==> config.mk <==
export PLATFORM = sky130hd
export DESIGN_NAME = mmi_bus_arbiter
export DESIGN_NICKNAME = d
export VERILOG_FILES = /design/src/rtl/mmi_pkg.sv /design/src/rtl/mmi_rr_pick.sv /design/src/rtl/mmi_bus_arbiter.sv
export SDC_FILE = /design/constraint.sdc
export NUM_CORES = 1
export LEC_CHECK = 0
export CORE_UTILIZATION = 37
export DETAILED_ROUTE_END_ITERATION = 8
export GPL_ROUTABILITY_DRIVEN = 0
export PLACE_DENSITY_LB_ADDON = 0.3
export SLEW_MARGIN = 20
export SYNTH_ARGS = -nofsm -noshare
export SYNTH_HDL_FRONTEND = slang
export SYNTH_SLANG_ARGS = --single-unit
==> constraint.sdc <==
create_clock -name clk -period 3.44 [get_ports clk]
set_clock_uncertainty 0.15 [all_clocks]
set_input_delay 0.516 -clock clk [delete_from_list [all_inputs] [get_ports clk]]
set_output_delay 0.516 -clock clk [all_outputs]
set_load 0.01 [all_outputs]
==> src/rtl/mmi_pkg.sv <==
`timescale 1ns/1ps
// Shared definitions for the mmi bus arbiter slice.
// Holds the RAM-bus field widths, the arbiter FSM encoding, the default
// forced-completion read word and a small one-hot helper.
package mmi_pkg;

    localparam int unsigned MMI_ADDR_W = 3;
    localparam int unsigned MMI_DATA_W = 32;
    localparam int unsigned MMI_STRB_W = 4;

    localparam logic [1:0] S_IDLE = 2'd0;
    localparam logic [1:0] S_BUSY = 2'd1;
    localparam logic [1:0] S_GAP  = 2'd2;

    typedef enum logic [1:0] {
        StIdle = S_IDLE,
        StBusy = S_BUSY,
        StGap  = S_GAP
    } state_e;

    localparam logic [MMI_DATA_W-1:0] MMI_ERR_WORD = 32'hDEAD_BEEF;

    // Requester index to one-hot grant vector.
    function automatic logic [1:0] id_to_onehot(input logic id);
        return id ? 2'b10 : 2'b01;
    endfunction

endpackage

==> src/rtl/mmi_rr_pick.sv <==
`timescale 1ns/1ps
// Combinational two-way round-robin picker with a lock mask.
// Ports:
//   valid_i   - request vector, bit N for requester N
//   last_i    - requester granted most recently (loses a tie)
//   lock_en_i - a lock owner exists; only its request is considered
//   lock_id_i - lock owner index
//   grant_o   - one-hot winner, 0 when nothing eligible
module mmi_rr_pick
    import mmi_pkg::*;
(
    input  logic [1:0] valid_i,
    input  logic       last_i,
    input  logic       lock_en_i,
    input  logic       lock_id_i,
    output logic [1:0] grant_o
);

    logic [1:0] masked;

    always_comb begin
        masked = valid_i;
        if (lock_en_i) begin
            masked = valid_i & id_to_onehot(lock_id_i);
        end
        grant_o = masked;
        // Tie: the requester that did not go last wins.
        if (masked == 2'b11) begin
            grant_o = last_i ? 2'b01 : 2'b10;
        end
    end

endmodule

==> src/rtl/mmi_bus_arbiter.sv <==
`timescale 1ns/1ps
// Two-requester arbiter in front of the mmi_top RAM-bus slave port.
// Requester 0 is the core data bus, requester 1 the coprocessor/DMA sequencer.
// Accesses are serialised round-robin; a requester may lock the port across a
// multi-register sequence, and a hung access is force-completed with ERR_WORD.
// Ports:
//   clk, rst                  - clock, asynchronous active-high reset
//   mN_valid/lock/wstrb/...   - requester N request side (N = 0, 1)
//   mN_ready, mN_rdata        - requester N one-cycle completion and read data
//   mmi_valid/wstrb/wdata/addr - captured access towards the slave
//   mmi_ready, mmi_rdata      - slave completion and read data
//   o_grant                   - one-hot current owner (lock owner when locked)
//   o_err, o_err_id           - timeout pulse and the requester that timed out
module mmi_bus_arbiter
    import mmi_pkg::*;
#(
    parameter int unsigned           TIMEOUT_CYC = 64,
    parameter logic [MMI_DATA_W-1:0] ERR_WORD    = MMI_ERR_WORD,
    parameter int unsigned           CNT_W       = $clog2(TIMEOUT_CYC)
) (
    input  logic                  clk,
    input  logic                  rst,
    input  logic                  m0_valid,
    output logic                  m0_ready,
    input  logic                  m0_lock,
    input  logic [MMI_STRB_W-1:0] m0_wstrb,
    input  logic [MMI_DATA_W-1:0] m0_wdata,
    input  logic [MMI_ADDR_W-1:0] m0_addr,
    output logic [MMI_DATA_W-1:0] m0_rdata,
    input  logic                  m1_valid,
    output logic                  m1_ready,
    input  logic                  m1_lock,
    input  logic [MMI_STRB_W-1:0] m1_wstrb,
    input  logic [MMI_DATA_W-1:0] m1_wdata,
    input  logic [MMI_ADDR_W-1:0] m1_addr,
    output logic [MMI_DATA_W-1:0] m1_rdata,
    output logic                  mmi_valid,
    input  logic                  mmi_ready,
    output logic [MMI_STRB_W-1:0] mmi_wstrb,
    output logic [MMI_DATA_W-1:0] mmi_wdata,
    output logic [MMI_ADDR_W-1:0] mmi_addr,
    input  logic [MMI_DATA_W-1:0] mmi_rdata,
    output logic [1:0]            o_grant,
    output logic                  o_err,
    output logic                  o_err_id
);

    localparam logic [CNT_W-1:0] CntLast = CNT_W'(TIMEOUT_CYC - 1);

    state_e                state_q, state_d;
    logic                  last_q, last_d;
    logic                  lock_en_q, lock_en_d;
    logic                  lock_id_q, lock_id_d;
    logic [1:0]            gnt_q, gnt_d;
    logic [CNT_W-1:0]      cnt_q, cnt_d;
    logic [MMI_STRB_W-1:0] wstrb_q, wstrb_d;
    logic [MMI_DATA_W-1:0] wdata_q, wdata_d;
    logic [MMI_ADDR_W-1:0] addr_q, addr_d;
    logic                  err_id_q, err_id_d;

    logic [1:0]            pick_gnt;
    logic                  gid;
    logic                  timeout;
    logic                  done;
    logic [MMI_DATA_W-1:0] rsp_data;

    mmi_rr_pick u_pick (
        .valid_i   ({m1_valid, m0_valid}),
        .last_i    (last_q),
        .lock_en_i (lock_en_q),
        .lock_id_i (lock_id_q),
        .grant_o   (pick_gnt)
    );

    assign gid       = gnt_q[1];
    assign mmi_wstrb = wstrb_q;
    assign mmi_wdata = wdata_q;
    assign mmi_addr  = addr_q;

    always_comb begin
        state_d   = state_q;
        last_d    = last_q;
        lock_en_d = lock_en_q;
        lock_id_d = lock_id_q;
        gnt_d     = gnt_q;
        cnt_d     = cnt_q;
        wstrb_d   = wstrb_q;
        wdata_d   = wdata_q;
        addr_d    = addr_q;
        err_id_d  = err_id_q;
        mmi_valid = 1'b0;
        m0_ready  = 1'b0;
        m1_ready  = 1'b0;
        m0_rdata  = '0;
        m1_rdata  = '0;
        o_err     = 1'b0;
        o_err_id  = err_id_q;
        o_grant   = lock_en_q ? id_to_onehot(lock_id_q) : 2'b00;
        timeout   = 1'b0;
        done      = 1'b0;
        rsp_data  = mmi_rdata;

        unique case (state_q)
            StIdle: begin
                if (pick_gnt != 2'b00) begin
                    gnt_d   = pick_gnt;
                    last_d  = pick_gnt[1];
                    cnt_d   = '0;
                    wstrb_d = pick_gnt[1] ? m1_wstrb : m0_wstrb;
                    wdata_d = pick_gnt[1] ? m1_wdata : m0_wdata;
                    addr_d  = pick_gnt[1] ? m1_addr : m0_addr;
                    state_d = StBusy;
                end
            end
            StBusy: begin
                mmi_valid = 1'b1;
                o_grant   = gnt_q;
                // A slave ready in the final cycle still wins over the timeout.
                timeout   = !mmi_ready && (cnt_q == CntLast);
                done      = mmi_ready || timeout;
                if (mmi_ready) begin
                    lock_en_d = gid ? m1_lock : m0_lock;
                    lock_id_d = gid;
                    state_d   = StGap;
                end else if (timeout) begin
                    o_err     = 1'b1;
                    o_err_id  = gid;
                    err_id_d  = gid;
                    lock_en_d = 1'b0;
                    rsp_data  = ERR_WORD;
                    state_d   = StGap;
                end else begin
                    cnt_d = cnt_q + CNT_W'(1);
                end
                if (done) begin
                    m0_ready = !gid;
                    m1_ready = gid;
                    m0_rdata = gid ? '0 : rsp_data;
                    m1_rdata = gid ? rsp_data : '0;
                end
            end
            StGap: begin
                state_d = StIdle;
            end
            default: begin
                state_d = StIdle;
            end
        endcase
    end

    always_ff @(posedge clk or posedge rst) begin
        if (rst) begin
            state_q   <= StIdle;
            last_q    <= 1'b1;
            lock_en_q <= 1'b0;
            lock_id_q <= 1'b0;
            gnt_q     <= 2'b00;
            cnt_q     <= '0;
            wstrb_q   <= '0;
            wdata_q   <= '0;
            addr_q    <= '0;
            err_id_q  <= 1'b0;
        end else begin
            state_q   <= state_d;
            last_q    <= last_d;
            lock_en_q <= lock_en_d;
            lock_id_q <= lock_id_d;
            gnt_q     <= gnt_d;
            cnt_q     <= cnt_d;
            wstrb_q   <= wstrb_d;
            wdata_q   <= wdata_d;
            addr_q    <= addr_d;
            err_id_q  <= err_id_d;
        end
    end

endmodule

==> results of run 1 <==
worst max-delay path, stage by stage (launching register included):
cell and delay (ns):
dfrtp_1 0.43, ha_1 0.26, and3_1 0.23, nand3b_1 0.11, buf_4 0.40, a21oi_1 0.16, clkdlybuf4s50_1 0.52
power groups by stage:
stage          logic, W  registers [W]  clock network, W
3_5_place_dp    0.00202        0.00111                 0
3_3_place_gp    0.00197        0.00109                 0
5_1_grt         0.00218        0.00114          0.000367
4_1_cts         0.00202        0.00110          0.000341
2_1_floorplan  0.000912        0.00119                 0
6_report        0.00200        0.00110          0.000330
state kept, by name, indices dropped and copies added (netlist names):
signal / cells
mmi_wdata: 32
cnt_q: 6
mmi_wstrb: 4
mmi_addr: 3
gnt_q: 2
state_q: 2
err_id_q: 1
last_q: 1
lock_en_q: 1
lock_id_q: 1
layout make-up:
| type | instances | share of cell area, % |
|---|---|---|
| Multi-Input combinational cell | 267 | 28.91 |
| Sequential cell | 53 | 24.25 |
| Clock buffer | 6 | 1.325 |
| Clock inverter | 1 | 0.1600 |
| Inverter | 4 | 0.2971 |
| Timing Repair Buffer | 233 | 42.73 |
| Tap cell | 102 | 2.331 |
metal layers:
layer,vias to the layer above,track usage [%],share of wire (%)
met4,0,3.974,0.87
met3,8,3.902,6.0
met2,118,41.18,53
met5,-,0,0
met1,1525,27.72,40
li1,1647,-,-
logic make-up after synthesis:
logic type	count (synthesis)	share of synthesized area [%]
adder cells (fa/ha/maj)	1	0.4076
multiplexers	41	13.41
flip-flops	53	43.25
buffers and inverters	33	5.544
AND/OR/NAND/NOR	115	16.80
AO/OA/AOI/OAI	110	20.59
through the flow:
step	total power, W	cell area, um2
detailed placement	0.003132	5393
global placement	0.003065	5393
floorplan	0.002101	3069
finish	0.003425	5475
global route	0.003689	5475
CTS	0.003463	5474
cells in the final DEF, fill, tap and decap left out, drive strengths merged, types with 2 or more instances in the layout:
cell type      instances
a21o                   2
o21ai                 45
clkinv                 2
clkbuf                 6
nor3                   2
and3                   3
nand2                 69
nand3                 10
clkdlybuf4s50        226
and2                  17
a21oi                 52
a211o                  2
dfrtp                 52
inv                    3
nor2                   8
mux2i                 40
nand2b                 3
buf                    7
o211ai                 3
final timing paths:
check                              start            end  slack, ns
min                        mmi_wdata[24]  mmi_wdata[24]       0.34
min reg2reg                mmi_wdata[24]  mmi_wdata[24]       0.34
min in group asynchronous            rst  mmi_wdata[28]       0.54
max                             cnt_q[0]   m0_rdata[26]       0.36
max in group asynchronous            rst         last_q       1.95
max reg2reg                     cnt_q[0]       cnt_q[4]       1.42
==> implementation parameters, run 1 <==
Parameter                              Value

Yosys
  Mapped Area ... slightly above 0.003 mm2
  Synth Area per Inst ... 8.695 um2
  Number of enable flip-flop cells after synthesis ... 0
  Proportion of netlist area held by the largest area contributor ... between 40 and 50%
  Synth async-reset ratio ... 100.0%
  Leading cell types by total area after synthesis ... dfrtp_1 42%, mux2i_1 13%, nand2_1 8.3%, a21oi_1 8.2%, o21ai_0 7.3%
  Instance count of the mapped netlist ... between 300 and 400
  Commonest cells in the netlist ... 68 x nand2_1, 52 x dfrtp_1, 50 x a21oi_1
  Post-synth net total ... approximately 470
  Seq/Total Area, Yosys ... ~43%
  Post-synth cell types ... 35
  Count of state elements after synthesis ... 53
  Number of warning messages in the yosys log ... 0
  Main flop type after synthesis ... dfrtp_1
  Library cell with the highest instance count after synthesis ... nand2_1
  Post-synth top area cell ... dfrtp_1

Die
  Number of cell rows ... 32
  Core area ... approximately 0.008 mm2
  I/O pin cnt ... ~230
  Die H ... about 93 um
  Overall die area ... just under 0.009 mm2
  Initial core utilization ... about two fifths
  Die X-Extent ... 93.08 um

CTS
  Cts bufs inserted ... 5
  Worst-skew pair later-pin latency ... 0.29 ns
  Number of cells upsized or downsized after cts ... 0
  Count of clock tree sinks ... 53
  Clock Tree Root ... clkbuf_8
  Clock transition at the registers of the reported paths ... 0.09 ns
  Setup Buffers After CTS ... 0
  Number of buffers added to fix hold violations after cts ... 0
  Number of H-tree branching levels ... 2
  TritonCTS clock tree ... done
  Number of buffers on the longest clock path ... 2

Power
  Net switching power figure ... between 0.001 and 0.0015 W
  Fraction of power consumed by sequential logic ... about 32%
  Cell-internal power ... between 0.002 and 0.0025 W
  Share of total power in the clock network ... under 10%
  Cell Pwr Density ... 625.6 mW/mm2
  Leak pwr ... 2.332 nW
  Switching portion of total power ... 38.98%
  Combinational power share ... between 50% and 60%
  VDD IR-drop max ... ~0.39 mV

Job
  Number of max-cap violations ... 0

STA
  Headroom to the max-slew limit ... 41.22%
  Hold violation count in the final report ... 0
  Maximum clock frequency ... ~320 MHz
  Setup repair after global routing missed its margin ... false
  Worst hold margin ... between 0.3 and 0.4 ns
  Pins over their slew limit ... 0
  Total negative slack for setup checks ... 0 ns
  Measured slew at the worst slew-check pin ... a little under 0.9 ns
  Share of the cycle needed by the critical path after routing ... about 90%
  Crit path setup slack, layout ... between 0.3 and 0.4 ns
  Endpoints failing setup ... 0
  Min Tclk post-route ... about 3.1 ns

Detailed routing
  Residual DRC ... 0
  First DRT Iteration DRCs ... 108
  Routed length per instance ... between 10 and 15 um
  Number of search-and-repair iterations in the first detailed-routing pass ... 4
  Vias after detailed routing ... 3298
  Detailed-route vias per instance ... around 5.0
  Routed Antenna Nets ... 0
  Routed WL ... 9.960 mm

GRT
  Antenna violations before repair ... 0
  Wire length of the first global-routing pass ... ~16 mm
  Largest net degree at the start of global routing ... between 70 and 80
  Overall global routing resource usage ... between 20 and 25%
  Vias in the first global route ... 3129
  Final global-route overflow total ... 0

Finish
  Fraction of final layout cells sized beyond drive strength 1 ... between 4 and 5%
  Area of combinational cells with multiple inputs ... approximately 0.0016 mm2
  P&R area growth vs syn ... 78.39%
  Count of placed standard cells in the final layout, fillers left out ... ~670
  Antenna diode count ... 0
  Reg area ... between 0.001 and 0.0015 mm2
  Filler Cells Inserted ... 639
  Fin nets ... roughly 680
  Share of the core filled with cells ... 69.42%

Setup path
  Reg2reg path depth ... 5
  Req. time, crit path ... ~2.8 ns
  Sort of element at the start of the critical path ... register
  Endpoint kind of the worst setup timing path ... primary output
  Crit path arrival time ... ~2.4 ns
  Max Fanout on Critical Path ... between 40 and 50
  CP Class ... reg2out

Placed design
  Post-Place Worst Slack ... about 0.38 ns
  Cell total after placement ... 659
  HPWL after DPL ... ~7.9 mm
  Total of buffers placed on input and output ports ... 226

Hold path
  HP Class ... reg2reg
  Cell depth of the worst hold path ... 2

Status
  Status ... finished clean
Note: power is estimated with default switching activity, not from simulation.
==> run 2, diff against run 1 <==
clock period = 4 ns   (was 3.44 ns; I/O delays follow)
==> run 2 against run 1 <==
Net effect:
- via count fell by 0.70%
- clock power fell by 6.4%
- critical endpoint is now m0_rdata[10]
- register-to-register slack improved by 0.43 ns
- combinational power shrank 15%
==> implementation parameters, run 2 (synthesized netlist as in run 1, its figures left out) <==
Parameter                              Value

STA
  Share of the cycle needed by the critical path after routing ... about 89%
  Pins over their slew limit ... 0 (unchanged)
  Endpoints failing setup ... 0 (unchanged)
  Measured slew at the worst slew-check pin ... 0.9369 ns (was 0.8817 ns)
  Crit path setup slack, layout ... 0.4311 ns (was 0.3570 ns)
  Hold violation count in the final report ... 0 (unchanged)
  Setup repair after global routing missed its margin ... false (unchanged)
  Min Tclk post-route ... approximately 3.6 ns
  Total negative slack for setup checks ... 0 ns (unchanged)
  Headroom to the max-slew limit ... 37.54% (was 41.22%)
  Maximum clock frequency ... between 200 and 300 MHz

Setup path
  Buffers plus inverters on the worst setup path ... 2 (unchanged)
  Req. time, crit path ... 3.25 ns (was 2.77 ns)
  Sort of element at the start of the critical path ... register (unchanged)
  Worst setup slack for register-to-register paths ... 1.85 ns (was 1.42 ns)
  Worst path max stage delay ... 0.58 ns (was 0.52 ns)
  Max Fanout on Critical Path ... 25 (was 48)
  Gate family responsible for the most delay along the worst path ... buffers and inverters (unchanged)
  Critical Path, Cell by Cell ... nand2b_1 -> inv_2 -> nand2b_1 -> a21oi_1 -> clkdlybuf4s50_1 (was ha_1 -> and3_1 -> nand3b_1 -> buf_4 -> a21oi_1 -> clkdlybuf4s50_1)
  Crit path arrival time ... 2.82 ns (was 2.42 ns)
  Slowest-stage cell, CP ... clkdlybuf4s50_1 (unchanged)
  CP Class ... reg2out (unchanged)
  Critical Path Most Common Cell ... nand2b_1
  Endpoint kind of the worst setup timing path ... primary output (unchanged)

Hold path
  HP Class ... reg2reg (unchanged)

Detailed routing
  Vias after detailed routing ... 3275 (was 3298)
  Residual DRC ... 0 (unchanged)
  Routed Antenna Nets ... 0 (unchanged)
  Detailed-route vias per instance ... 4.932 (was 4.952)
  Routed length per instance ... 14.87 um (was 14.95 um)
  First DRT Iteration DRCs ... 126 (was 108)
  Number of search-and-repair iterations in the first detailed-routing pass ... 5 (was 4)
  Routed WL ... 9.873 mm (was 9.960 mm)

Finish
  Fraction of final layout cells sized beyond drive strength 1 ... 4.093% (was 4.255%)
  Antenna diode count ... 0 (unchanged)
  Count of placed standard cells in the final layout, fillers left out ... 664 (was 666)
  Most used cells in the layout excluding fill and tap cells ... 226 x clkdlybuf4s50_1, 68 x nand2_1, 52 x dfrtp_1 (unchanged)
  Share of the core filled with cells ... 69.16% (was 69.42%)
  Fin nets ... 679 (was 682)
  P&R area growth vs syn ... 77.74% (was 78.39%)
  Most common library cell in the layout ignoring fill and taps ... clkdlybuf4s50_1 (unchanged)
  Flip-flop count of the largest register after layout ... 32 (unchanged)

Die
  Overall die area ... 0.008663 mm2 (unchanged)
  Die X-Extent ... 93.08 um (unchanged)
  Initial core utilization ... 38.91% (unchanged)
  I/O pin cnt ... 227 (unchanged)
  Number of cell rows ... 32 (unchanged)
  Core area ... 0.007888 mm2 (unchanged)
  Die H ... 93.08 um (unchanged)

Power
  Leak pwr ... 2.323 nW (was 2.332 nW)
  VDD IR-drop max ... 0.3464 mV (was 0.3878 mV)
  Cell Pwr Density ... 538.3 mW/mm2 (was 625.6 mW/mm2)

CTS
  Count of clock tree sinks ... 53 (unchanged)
  Clock Tree Root ... clkbuf_8 (unchanged)
  Number of cells upsized or downsized after cts ... 0 (unchanged)
  TritonCTS clock tree ... done (unchanged)
  Worst-skew pair later-pin latency ... 0.30 ns (was 0.29 ns)
  Number of buffers on the longest clock path ... 2 (unchanged)
  Setup Buffers After CTS ... 0 (unchanged)
  Number of H-tree branching levels ... 2 (unchanged)
  Clock transition at the registers of the reported paths ... 0.09 ns (about the same)
  Cts bufs inserted ... 5 (unchanged)
  Number of buffers added to fix hold violations after cts ... 0 (unchanged)

GRT
  Wire length of the first global-routing pass ... 15.51 mm (was 15.52 mm)
  Antenna violations before repair ... 0 (unchanged)
  Global Route met1 Usage ... 26.63% (was 27.72%)
  Final global-route overflow total ... 0 (unchanged)
  Met2 GRT Util ... 40.32% (was 41.18%)
  Overall global routing resource usage ... 22.35% (was 22.44%)
  Vias in the first global route ... 3143 (was 3129)
  M3 GR Usage ... 4.959% (was 3.902%)
  GR peak layer ... met2 (unchanged)
  Largest net degree at the start of global routing ... 71 (unchanged)

Placed design
  Total of buffers placed on input and output ports ... 226 (unchanged)
  Cell total after placement ... 656 (was 659)
  Post-Place Worst Slack ... 0.6203 ns (was 0.3841 ns)
  HPWL after DPL ... 7.710 mm (was 7.855 mm)

Status
  Status ... finished clean (unchanged)

Job
  Number of max-cap violations ... 0 (unchanged)
==> run 2: cell count changes in the layout (fill, tap and decap cells not counted) <==
cell,delta
buf_12,-1
buf_4,-2
clkbuf_1,-1
clkinv_2,+1
clkbuf_8,+1
==> run 2: path summary, 6_finish.rpt <==
kind	start	to	depth (start not counted)
max	state_q[1]	m0_rdata[10]	5
min	mmi_wdata[0]	mmi_wdata[0]	2
max reg2reg	lock_id_q	mmi_wdata[14]	5
min reg2reg	mmi_wdata[0]	mmi_wdata[0]	2
max in group asynchronous	rst	mmi_wdata[3]	2
min in group asynchronous	rst	mmi_wdata[16]	2
==> run 2: metal layers <==
metal / share of wire (%) / vias up / wire [um]
met5: 0 / - / 0
met4: 2.2 / 0 / 213
met3: 7.6 / 19 / 750
met2: 51 / 135 / 5069
met1: 39 / 1475 / 3840
li1: - / 1646 / -
==> run 2: cell type report <==
class	count	area, um2
tap	102	127.6
fill	613	2432
clock inverter	2	13.76
timing repair buffer	230	2305
sequential	53	1328
inverter	4	16.27
clock buffer	6	82.58
multi-input combinational	267	1583
==> run 2: worst reg2reg max path: stages, from the launching register on <==
cell	delay (ns)
dfrtp_1	0.44
nand2b_1	0.25
o211ai_1	0.17
buf_4	0.55
mux2i_1	0.35
o21ai_0	0.11
==> run 2: power by group <==
part	switching, W	internal (W)	leakage, nW	total, W
clock	0.000169	0.000141	0.0512	0.000309
sequential	0.000152	0.000789	0.659	0.000941
combinational	0.000820	0.000867	1.61	0.00169
==> run 2: per-stage QoR <==
stage	hold WS, ns	instance area, um2	total power, W
after floorplan	0.3123	3069	0.001807
after global placement	0.3130	5358	0.002615
after detailed placement	0.3210	5358	0.002660
after CTS	0.3429	5454	0.002973
after global routing	0.3508	5455	0.003165
final	0.3328	5455	0.002937
